`config.mk`:
```
export PLATFORM = sky130hd
export DESIGN_NAME = rvsteel_bus_arbiter
export DESIGN_NICKNAME = d
export VERILOG_FILES = /design/src/rtl/rvsteel_bus_arbiter.sv
export SDC_FILE = /design/constraint.sdc
export NUM_CORES = 1
export LEC_CHECK = 0
export ABC_CLOCK_PERIOD_IN_PS = 1750
export BUFFER_PORTS_ARGS = -buffer_cell sky130_fd_sc_hd__buf_2
export CAP_MARGIN = 40
export CORE_AREA = 2 2 124 126
export CTS_BUF_LIST = sky130_fd_sc_hd__clkbuf_2 sky130_fd_sc_hd__clkbuf_4 sky130_fd_sc_hd__clkbuf_8
export CTS_CLUSTER_SIZE = 14
export DETAILED_ROUTE_END_ITERATION = 6
export DIE_AREA = 0 0 126 128
export GPL_ROUTABILITY_DRIVEN = 0
export SETUP_SLACK_MARGIN = 0.3
export SLEW_MARGIN = 0
export SYNTH_ARGS = -nofsm -noshare
export SYNTH_HDL_FRONTEND = slang
export SYNTH_SLANG_ARGS = --single-unit
```
`constraint.sdc`:
```
create_clock -name clock -period 1.75 [get_ports clock]
set_input_delay 0.2625 -clock clock [delete_from_list [all_inputs] [get_ports clock]]
set_output_delay 0.2625 -clock clock [all_outputs]
set_load 0.02 [all_outputs]
```
`src/rtl/rvsteel_bus_arbiter.sv`:
```
// rvsteel_bus_arbiter: round-robin two-manager to one-subordinate bus arbiter.
// Optional response timeout enabled by defining RVSTEEL_BUS_ARBITER_TIMEOUT_EN.
module rvsteel_bus_arbiter #(
  parameter int TIMEOUT_CYCLES = 255
) (
  input  logic        clock,
  input  logic        reset,
  input  logic [31:0] m0_rw_address,
  output logic [31:0] m0_read_data,
  input  logic        m0_read_request,
  output logic        m0_read_response,
  input  logic [31:0] m0_write_data,
  input  logic [3:0]  m0_write_strobe,
  input  logic        m0_write_request,
  output logic        m0_write_response,
  input  logic [31:0] m1_rw_address,
  output logic [31:0] m1_read_data,
  input  logic        m1_read_request,
  output logic        m1_read_response,
  input  logic [31:0] m1_write_data,
  input  logic [3:0]  m1_write_strobe,
  input  logic        m1_write_request,
  output logic        m1_write_response,
  output logic [31:0] s_rw_address,
  input  logic [31:0] s_read_data,
  output logic        s_read_request,
  input  logic        s_read_response,
  output logic [31:0] s_write_data,
  output logic [3:0]  s_write_strobe,
  output logic        s_write_request,
  input  logic        s_write_response,
  output logic [1:0]  grant,
  output logic        bus_timeout
);

  typedef enum logic {
    IDLE,
    BUSY
  } state_t;

  state_t     r_state;
  state_t     w_state_nxt;
  logic [1:0] r_grant;
  logic [1:0] w_grant_nxt;
  logic       r_last;
  logic       w_last_nxt;
  logic       r_is_read;
  logic       w_is_read_nxt;

  logic w_req0;
  logic w_req1;
  logic w_busy;
  logic w_sel0;
  logic w_sel1;
  logic w_s_rsp;
  logic w_tmo;
  logic w_rd;
  logic w_wr;

  assign w_req0  = m0_read_request | m0_write_request;
  assign w_req1  = m1_read_request | m1_write_request;
  assign w_busy  = (r_state == BUSY);
  assign w_sel0  = w_busy & r_grant[0];
  assign w_sel1  = w_busy & r_grant[1];
  assign w_s_rsp = s_read_response | s_write_response;

`ifdef RVSTEEL_BUS_ARBITER_TIMEOUT_EN
  logic [15:0] r_tcnt;

  // Held at zero while idle, so it starts from zero on every BUSY entry.
  always_ff @(posedge clock or negedge reset) begin
    if (!reset) begin
      r_tcnt <= '0;
    end else if (!w_busy) begin
      r_tcnt <= '0;
    end else begin
      r_tcnt <= r_tcnt + 16'd1;
    end
  end

  assign w_tmo = w_busy & ~w_s_rsp &
                 (r_tcnt == 16'(TIMEOUT_CYCLES - 1));
`else
  assign w_tmo = 1'b0;
`endif

  always_ff @(posedge clock or negedge reset) begin
    if (!reset) begin
      r_state   <= IDLE;
      r_grant   <= 2'b00;
      r_last    <= 1'b1;
      r_is_read <= 1'b0;
    end else begin
      r_state   <= w_state_nxt;
      r_grant   <= w_grant_nxt;
      r_last    <= w_last_nxt;
      r_is_read <= w_is_read_nxt;
    end
  end

  // r_last set means m1 owned the bus last, so m0 wins a tie.
  always_comb begin
    w_state_nxt   = r_state;
    w_grant_nxt   = r_grant;
    w_last_nxt    = r_last;
    w_is_read_nxt = r_is_read;
    unique case (r_state)
      IDLE: begin
        if (w_req0 & (~w_req1 | r_last)) begin
          w_state_nxt   = BUSY;
          w_grant_nxt   = 2'b01;
          w_is_read_nxt = m0_read_request;
        end else if (w_req1) begin
          w_state_nxt   = BUSY;
          w_grant_nxt   = 2'b10;
          w_is_read_nxt = m1_read_request;
        end
      end
      BUSY: begin
        if (w_s_rsp | w_tmo) begin
          w_state_nxt = IDLE;
          w_grant_nxt = 2'b00;
          w_last_nxt  = r_grant[1];
        end
      end
      default: begin
        w_state_nxt = IDLE;
        w_grant_nxt = 2'b00;
      end
    endcase
  end

  assign w_rd = (w_sel0 & m0_read_request) |
                (w_sel1 & m1_read_request);
  assign w_wr = ((w_sel0 & m0_write_request) |
                 (w_sel1 & m1_write_request)) & ~w_rd;

  assign grant           = r_grant;
  assign s_read_request  = w_rd;
  assign s_write_request = w_wr;

  assign s_rw_address = w_sel0 ? m0_rw_address :
                        w_sel1 ? m1_rw_address : 32'h0;
  assign s_write_data = w_sel0 ? m0_write_data :
                        w_sel1 ? m1_write_data : 32'h0;
  assign s_write_strobe = w_sel0 ? m0_write_strobe :
                          w_sel1 ? m1_write_strobe : 4'h0;

  // A timeout answers with the transaction type latched at grant.
  assign m0_read_response  = w_sel0 &
                             (s_read_response | (w_tmo & r_is_read));
  assign m0_write_response = w_sel0 &
                             (s_write_response | (w_tmo & ~r_is_read));
  assign m1_read_response  = w_sel1 &
                             (s_read_response | (w_tmo & r_is_read));
  assign m1_write_response = w_sel1 &
                             (s_write_response | (w_tmo & ~r_is_read));

  assign m0_read_data = (w_sel0 & ~w_tmo) ? s_read_data : 32'h0;
  assign m1_read_data = (w_sel1 & ~w_tmo) ? s_read_data : 32'h0;

  assign bus_timeout = w_tmo;

endmodule

```
==> metrics.txt <==
status=finished with violations; failing checks=setup timing; layout net count=682; Syn Std Cell Area=0.00149 mm^2; crit end category=primary output; fin. max-slew vios=0; post-synthesis sequential area ratio=0.0682; Final Skew=0.00660 ns; area used by multi-input combinational logic=0.00147 mm^2; CP Class=flip-flop to primary output; die height=128 um; CTS tree=done; fillers=1,619; Placed Instance Area=0.00349 mm^2; Final Hold Viols=0; Synth Register Bits=4; element type at the critical path start=flip-flop; starting density of the core=0.100; TritonRoute pass-1 iters=4; Max FO, Critical Path=30; fin crit share=1.04; GRT Util Overall=0.127; share of layout cells above drive strength 1=0.806; ant diodes=0; num rows=45; Peak VDD IR=0.000322 V; Cell Pwr Density=765 mW/mm^2; WP data required=1.49 ns; RSZ-0062 raised after global routing=true; Leak=2.56 nW; Avg Inst Size Synth=7.55 um^2; clock slew at reported path FFs=0.04 ns; antenna-violating nets left=0; final wirelength=11.9 mm; min cycle time layout=1.82 ns; area grow syn2layout=184%; detailed placer's ending HPWL=9.02 mm; clock root buffer=clkbuf_8; DR vias=2,974; worst slack, placed=0.153 ns; DRC=0; routed len/inst=17.1 um; FF/Latch Area=104 um^2; Ys Warns=0; setup ws final=-0.0675 ns; clk buf depth=2; f_max=0.550 GHz; vias per inst=4.29; number of buffer cells added on primary ports=315; Post-Synthesis Net Count=373; worst min path class=primary input to flip-flop; IO Pins=317; Final Setup Violations=72; Finished Cell Area=0.00423 mm^2; core area=0.0149 mm^2; setup TNS=-2.03 ns; Clk Latency, worst-skew pair=0.22 ns; Sink Count=4; Cell variety after synth=24; vias in the first global route=2,898; GR Overflow Total=0; Die X=126 um; die area=0.0161 mm^2; Num CTS Buffers=3; critical path arrival=1.56 ns; initial antenna violation count=2; r2r setup slk=0.40 ns; first-pass GRT wire length=16.2 mm; Syn Inst Count=197; H-Tree Depth=1; DRT iter0 DRCs=68; largest net degree at the start of global routing=42; max cap viols=0
-- worst max-delay path: stages, from the launching register on --
cell and delay (ns):
dfrtp_2 0.41, buf_4 0.14, and2_4 0.15, buf_12 0.17, a22o_1 0.28, buf_2 0.17
-- kinds of logic after synthesis --
group	after synthesis	synth area share
DFF	4	0.0682
muxes	1	0.00758
other	1	0.00252
and+or+nand+nor	83	0.338
buffers and inverters	32	0.146
AOI/OAI and AO/OA	76	0.438
-- cell usage in the layout, fill, tap and decap left out, types with 2 or more instances in the layout --
| cell | count |
|---|---|
| and3_1 | 37 |
| clkbuf_8 | 3 |
| bufbuf_16 | 2 |
| a22o_4 | 26 |
| buf_2 | 225 |
| dfrtp_2 | 2 |
| nand2_1 | 2 |
| buf_4 | 56 |
| buf_6 | 38 |
| and3_2 | 29 |
| o31ai_1 | 2 |
| o21ai_0 | 2 |
| buf_12 | 9 |
| and3_4 | 2 |
| a22o_1 | 42 |
| nor2_1 | 4 |
| buf_16 | 4 |
-- final cells by class --
cell class | count | area share
clock buffer | 4 | 0.0115
multi-input combinational | 161 | 0.349
timing repair buffer | 336 | 0.560
tap | 188 | 0.0557
sequential | 4 | 0.0246
-- flip-flops by register name (all words and copies together), names as in the netlist --
name and count:
grant 2, r_last 1, r_state 1
-- synth_stat cells --
cell type / count / area share
a211oi_2: 1 / 0.0084
mux2_2: 1 / 0.0076
clkbuf_1: 14 / 0.035
dfstp_2: 1 / 0.018
dfrtp_1: 3 / 0.051
nor3b_1: 1 / 0.0051
nand2_1: 3 / 0.0076
buf_2: 5 / 0.017
conb_1: 1 / 0.0025
a21oi_1: 2 / 0.0067
o21a_1: 1 / 0.0051
and3_1: 68 / 0.29
o21ai_0: 2 / 0.0067
and2_1: 1 / 0.0042
buf_6: 11 / 0.083
buf_4: 2 / 0.010
nor2_1: 4 / 0.010
nor2b_1: 1 / 0.0042
o31ai_1: 2 / 0.010
nor3_1: 2 / 0.0067
a22o_1: 68 / 0.40
nand3_1: 1 / 0.0034
nor2_2: 1 / 0.0042
and4b_1: 1 / 0.0067
-- path summary, 6_finish.rpt --
kind / startpoint / end / cells past startpoint
worst max-delay path: r_state$_DFF_PN0_ / s_write_data[2] / 5
worst min-delay path: m1_write_request / r_state$_DFF_PN0_ / 3
worst max register to register: r_state$_DFF_PN0_ / grant[0]$_DFFE_PN0P_ / 5
worst min register to register: r_last$_DFFE_PN1P_ / grant[0]$_DFFE_PN0P_ / 2
max in group asynchronous: reset / r_last$_DFFE_PN1P_ / 2
min in group asynchronous: reset / grant[1]$_DFFE_PN0P_ / 2
-- metal layers --
metal | vias to the layer above | global-route usage | share of wire
met5 | - | 0 | 0
met4 | 0 | 0.00582 | 0.0040
met3 | 6 | 0.0242 | 0.089
met2 | 200 | 0.255 | 0.54
met1 | 1369 | 0.146 | 0.37
li1 | 1399 | - | -
-- through the flow --
step	hold slack [ns]	instances	power [mW]	utilization
after CTS	0.371	692	3.16	0.277
after floorplan	-0.0331	197	1.63	-
after detailed placement	0.0795	676	2.41	0.235
after global placement	0.0772	676	2.42	0.235
after global routing	0.391	693	3.40	0.284
final	0.379	693	3.23	0.284
-- timing repair --
item / in CTS / in global routing
gates resized for setup: 115 / 28
setup buffers: 5 / 0
pin swaps: 3 / 4
hold endpoints to repair: 3 / 0
gates cloned: 6 / 1
setup endpoints to repair: 138 / 139
hold buffers: 1 / 0
-- power by group --
part,switching (mW),total (mW),internal [mW]
clock,0.0512,0.222,0.171
combinational,1.45,2.86,1.41
sequential,0.0234,0.148,0.125
Note: power is estimated with default switching activity, not from simulation.
